===== src/rtl/multi_timer.sv =====
// rtl/multi_timer.sv - N_CH independent down-counting interval timers with tick pulses and sticky irqs
module multi_timer #(
    parameter int N_CH           = 4,
    parameter int WIDTH          = 32,
    parameter int DEFAULT_PERIOD = 50000000,
    localparam int CH_W          = (N_CH > 1) ? $clog2(N_CH) : 1
) (
    input  logic              clk,
    input  logic              reset,
    input  logic              cfg_we,
    input  logic [CH_W-1:0]   cfg_ch,
    input  logic [WIDTH-1:0]  cfg_period,
    input  logic              cfg_oneshot,
    input  logic [N_CH-1:0]   start,
    input  logic [N_CH-1:0]   stop,
    input  logic [N_CH-1:0]   irq_ack,
    output logic [N_CH-1:0]   tick,
    output logic [N_CH-1:0]   irq,
    output logic              irq_any,
    output logic [N_CH-1:0]   running
);

    logic [WIDTH-1:0] cnt_q    [N_CH];
    logic [WIDTH-1:0] cnt_d    [N_CH];
    logic [WIDTH-1:0] period_q [N_CH];
    logic [WIDTH-1:0] period_d [N_CH];
    logic [N_CH-1:0]  oneshot_q, oneshot_d;
    logic [N_CH-1:0]  running_q, running_d;
    logic [N_CH-1:0]  tick_q, tick_d;
    logic [N_CH-1:0]  irq_q, irq_d;
    logic [WIDTH-1:0] eff;
    logic             expire;

    always_ff @(posedge clk or posedge reset) begin
        if (reset) begin
            for (int c = 0; c < N_CH; c++) begin
                cnt_q[c]    <= '0;
                period_q[c] <= WIDTH'(DEFAULT_PERIOD);
            end
            oneshot_q <= '0;
            running_q <= '0;
            tick_q    <= '0;
            irq_q     <= '0;
        end else begin
            cnt_q     <= cnt_d;
            period_q  <= period_d;
            oneshot_q <= oneshot_d;
            running_q <= running_d;
            tick_q    <= tick_d;
            irq_q     <= irq_d;
        end
    end

    always_comb begin
        cnt_d     = cnt_q;
        period_d  = period_q;
        oneshot_d = oneshot_q;
        running_d = running_q;
        tick_d    = '0;
        irq_d     = irq_q;
        eff       = '0;
        expire    = 1'b0;
        for (int c = 0; c < N_CH; c++) begin
            // A write landing on this edge is already visible to start/reload; out-of-range cfg_ch never matches.
            if (cfg_we && (int'(cfg_ch) == c)) begin
                eff          = cfg_period;
                period_d[c]  = cfg_period;
                oneshot_d[c] = cfg_oneshot;
            end else begin
                eff = period_q[c];
            end
            expire = 1'b0;
            if (stop[c]) begin
                running_d[c] = 1'b0;
            end else if (start[c]) begin
                if (eff != '0) begin
                    cnt_d[c]     = eff - WIDTH'(1);
                    running_d[c] = 1'b1;
                end
            end else if (running_q[c] && (cnt_q[c] == '0)) begin
                expire    = 1'b1;
                tick_d[c] = 1'b1;
                // A period of zero cannot be reloaded without wrapping, so the channel halts instead.
                if (oneshot_q[c] || (eff == '0)) begin
                    running_d[c] = 1'b0;
                end else begin
                    cnt_d[c] = eff - WIDTH'(1);
                end
            end else if (running_q[c]) begin
                cnt_d[c] = cnt_q[c] - WIDTH'(1);
            end
            irq_d[c] = (irq_q[c] & ~irq_ack[c]) | expire;
        end
    end

    assign tick    = tick_q;
    assign irq     = irq_q;
    assign running = running_q;
    assign irq_any = |irq_q;

endmodule


===== config.mk =====
export PLATFORM = sky130hd
export DESIGN_NAME = multi_timer
export DESIGN_NICKNAME = d
export VERILOG_FILES = /design/src/rtl/multi_timer.sv
export SDC_FILE = /design/constraint.sdc
export NUM_CORES = 1
export LEC_CHECK = 0
export BUFFER_PORTS_ARGS = -buffer_cell sky130_fd_sc_hd__buf_2
export CAP_MARGIN = 20
export CORE_MARGIN = 4
export CORE_UTILIZATION = 30
export CTS_BUF_LIST = sky130_fd_sc_hd__clkbuf_16
export CTS_CLUSTER_SIZE = 40
export DETAILED_ROUTE_END_ITERATION = 16
export GPL_ROUTABILITY_DRIVEN = 1
export PLACE_DENSITY = 0.44
export SLEW_MARGIN = 20
export SYNTH_ARGS = -nofsm -noshare
export SYNTH_HDL_FRONTEND = slang
export SYNTH_SLANG_ARGS = --single-unit

===== constraint.sdc =====
create_clock -name clk -period 20.4 [get_ports clk]
set_input_delay 2.04 -clock clk [delete_from_list [all_inputs] [get_ports clk]]
set_output_delay 2.04 -clock clk [all_outputs]
set_load 0.05 [all_outputs]

==> results.py <==
metrics = {
    "cts": {
        "post-cts-setup-buffer-count": 0,
        "ctsLongestPathBuffers": 3,
        "htree_levels": 2,
        "cts.sinks": 272,
        "cts_root_buf": "clkbuf_16",
        "numCtsBuffers": 37,
        "worstSkewPairLatency_ps": 560,
        "path_clk_slew_ps": 60,
        "cts_resized": 0,
        "postCtsHoldBufs": 0,
        "cts_tree": "done",
    },
    "global_routing": {
        "overflow": 0,
        "antenna_found_initial": 5,
        "grt_start_max_net_pins": 93,
        "grt_pass1_wl_um": 93500,
        "grt_pass1_vias": 15600,
        "grtUsageTotal_pct": 19.5,
    },
    "floorplanning": {
        "row_count": 87,
        "die_h_um": 247,
        "core_area_um2": 56500,
        "die_w_um": 247,
        "start_util_pct": 30.4,
        "ioPinCount": 63,
        "dieArea_um2": 61100,
    },
    "synth": {
        "ys_warn_count": 0,
        "syn_inst": 2154,
        "synth.avg_cell_area_um2": 7.97,
        "synth_nets": 2215,
        "synth-edff-count": 0,
        "syn_area_um2": 17200,
        "ys_seq_area_share_pct": 40.0,
        "synth.ff_latch_count": 272,
        "synthArstFlopShare_pct": 100,
        "synth_ff_type": "dfrtp_1",
        "ys_types": 85,
    },
    "timing": {
        "clock-skew-final_ps": 17.3,
        "fmax_mhz": 171,
        "slew_headroom_pct": 36.2,
        "rsz0062_at_grt": "no",
        "finalMaxSlewViolations": 0,
        "period_minus_slack_ps": 5840,
        "whs_ps": 483,
        "finalHoldViolCount": 0,
        "finalSetupViolCount": 0,
        "worstMarginPinSlew_ps": 949,
        "finalCritPeriodShare_pct": 28.6,
        "tns_ps": 0,
    },
    "outcome": {
        "status": "completed",
    },
    "power_and_ir_drop": {
        "clkPwrFrac_pct": 33.7,
        "power.leakage_nw": 8.07,
        "p_seq_share_pct": 42.1,
        "max-vdd-ir-drop_v": 0.0000535,
        "combPwrFrac_pct": 24.2,
        "p_sw_w": 0.000648,
        "p_per_area_nw_per_um2": 94.7,
        "power.total_w": 0.00183,
        "p_int_w": 0.00118,
        "p_sw_share_pct": 35.5,
    },
    "drt": {
        "drc": 0,
        "drt_iter0_markers": 1238,
        "final_antenna_net_count": 0,
        "firstDrtPassIters": 6,
        "vias_per_cell": 5.42,
        "drt-total-wl_um": 60300,
        "avgRoutedWirePerCell_um": 20.5,
        "vias": 16000,
    },
    "placed_design": {
        "dp_hpwl_um": 42300,
        "gp_congestion": 0.861,
        "io_buffers": 62,
    },
    "setup_path": {
        "path_max_fanout": 54,
        "critPathCaptureType": "flip-flop",
        "worstSetupStartpointType": "input port",
        "critPathKind": "in -> reg",
        "required_ps": 20840,
        "crit_arrival_ps": 6280,
    },
    "layout": {
        "nets": 2218,
        "fillers": 5965,
        "final_cell_mix": "nand2_1, dfrtp_1, o21ai_0",
        "final_common_cell": "nand2_1",
        "drive_gt1_share_pct": 10.6,
        "syn_to_final_growth_pct": 12.5,
    },
    "min_path": {
        "hold_path.class": "reg -> reg",
    },
    "run": {
        "cap_violations": 0,
    },
}
==> cell usage after synthesis, drive strengths merged (8+ instances only) <==
| cell | count | area [um2] |
|---|---|---|
| a21oi | 156 | 781 |
| a22o | 16 | 140 |
| a22oi | 23 | 173 |
| a31oi | 21 | 131 |
| and2 | 10 | 62.6 |
| and3 | 22 | 138 |
| buf | 39 | 211 |
| clkbuf | 90 | 338 |
| dfrtp | 224 | 5610 |
| dfstp | 48 | 1260 |
| ha | 11 | 138 |
| inv | 83 | 312 |
| mux2i | 45 | 450 |
| nand2 | 346 | 1300 |
| nand2b | 17 | 106 |
| nand3 | 62 | 310 |
| nand3b | 12 | 103 |
| nand4 | 20 | 125 |
| nor2 | 182 | 686 |
| nor3 | 122 | 616 |
| nor4 | 61 | 409 |
| o21a | 8 | 60.1 |
| o21ai | 224 | 1130 |
| o22a | 13 | 114 |
| o22ai | 16 | 100 |
| or2 | 10 | 62.6 |
| or3 | 34 | 213 |
| or4 | 21 | 161 |
| xnor2 | 80 | 701 |
| xor2 | 24 | 210 |
==> final cells by class <==
cell class / count / area [um2] / share of cell area, %
Antenna cell: 3 / 7.51 / 0.0389
Clock buffer: 37 / 926 / 4.79
Clock inverter: 30 / 183 / 0.946
Inverter: 83 / 319 / 1.65
Multi-Input combinational cell: 1670 / 9490 / 49.2
Sequential cell: 272 / 6870 / 35.6
Tap cell: 756 / 946 / 4.90
Timing Repair Buffer: 93 / 571 / 2.95
==> final timing paths <==
kind | from | end | slack [ps] | cells after the start
setup / recovery | cfg_ch[1] | cnt_q[82] | 14560 | 14
hold / removal | period_q[47] | period_q[47] | 480 | 2
setup reg to reg | cnt_q[13] | cnt_q[4] | 16550 | 9
max in group asynchronous | reset | period_q[23] | 16790 | 5
hold reg to reg | period_q[47] | period_q[47] | 480 | 2
min in group asynchronous | reset | cnt_q[25] | 1590 | 2
==> flip-flops by register name (all words and copies together), names as in the netlist <==
name	cells
cnt_q	128
running	4
oneshot_q	4
irq	4
period_q	128
tick	4
==> power groups by stage <==
stage          Clock (W)  Sequential [W]  Combinational, W
5_1_grt         0.000655        0.000788          0.000498
3_3_place_gp           0        0.000774          0.000438
3_5_place_dp           0        0.000776          0.000444
4_1_cts         0.000635        0.000768          0.000446
6_report        0.000616        0.000770          0.000443
2_1_floorplan          0        0.000745          0.000325
==> through the flow <==
stage               worst slack (ps)  cells  cell area, um2  util [%]
global route                   14170   2941           19300      34.2
global placement               14180   2872           18200      32.1
finish                         14560   2944           19300      34.2
floorplan                      10940   2154           17200         -
detailed placement             13980   2872           18200      32.1
CTS                            14580   2939           19300      34.1
==> cell families (layout without fill, tap and decap cells) <==
logic type / count (synthesis) / in the layout / share of synthesized area [%]
simple gates: 957 / 957 / 26.9
buf+inv: 212 / 243 / 5.02
mux: 52 / 52 / 3.08
fa+ha+maj: 11 / 11 / 0.802
compound gates: 546 / 546 / 18.9
flops: 272 / 272 / 40.0
other cells: 0 / 3 / 0
xor+xnor: 104 / 104 / 5.31
==> routing by layer <==
metal  GRT usage [%]  vias up  part of all wire (%)
li1                -     7686                     -
met1            27.7     7800                    47
met2            30.9      391                    45
met3            3.67       76                   5.8
met4            4.46        2                   2.1
met5               0        -                 0.022
==> critical path, cell delays in order <==
cell,delay [ps]
buf_2,200
nand3b_1,140
buf_4,490
mux2i_1,390
ha_1,340
or3b_2,460
or4_1,490
o22ai_1,290
a31oi_1,160
o21ai_1,210
a21o_1,410
buf_4,370
a21oi_1,70
o22a_1,200
(Power assumes the default switching activity.)
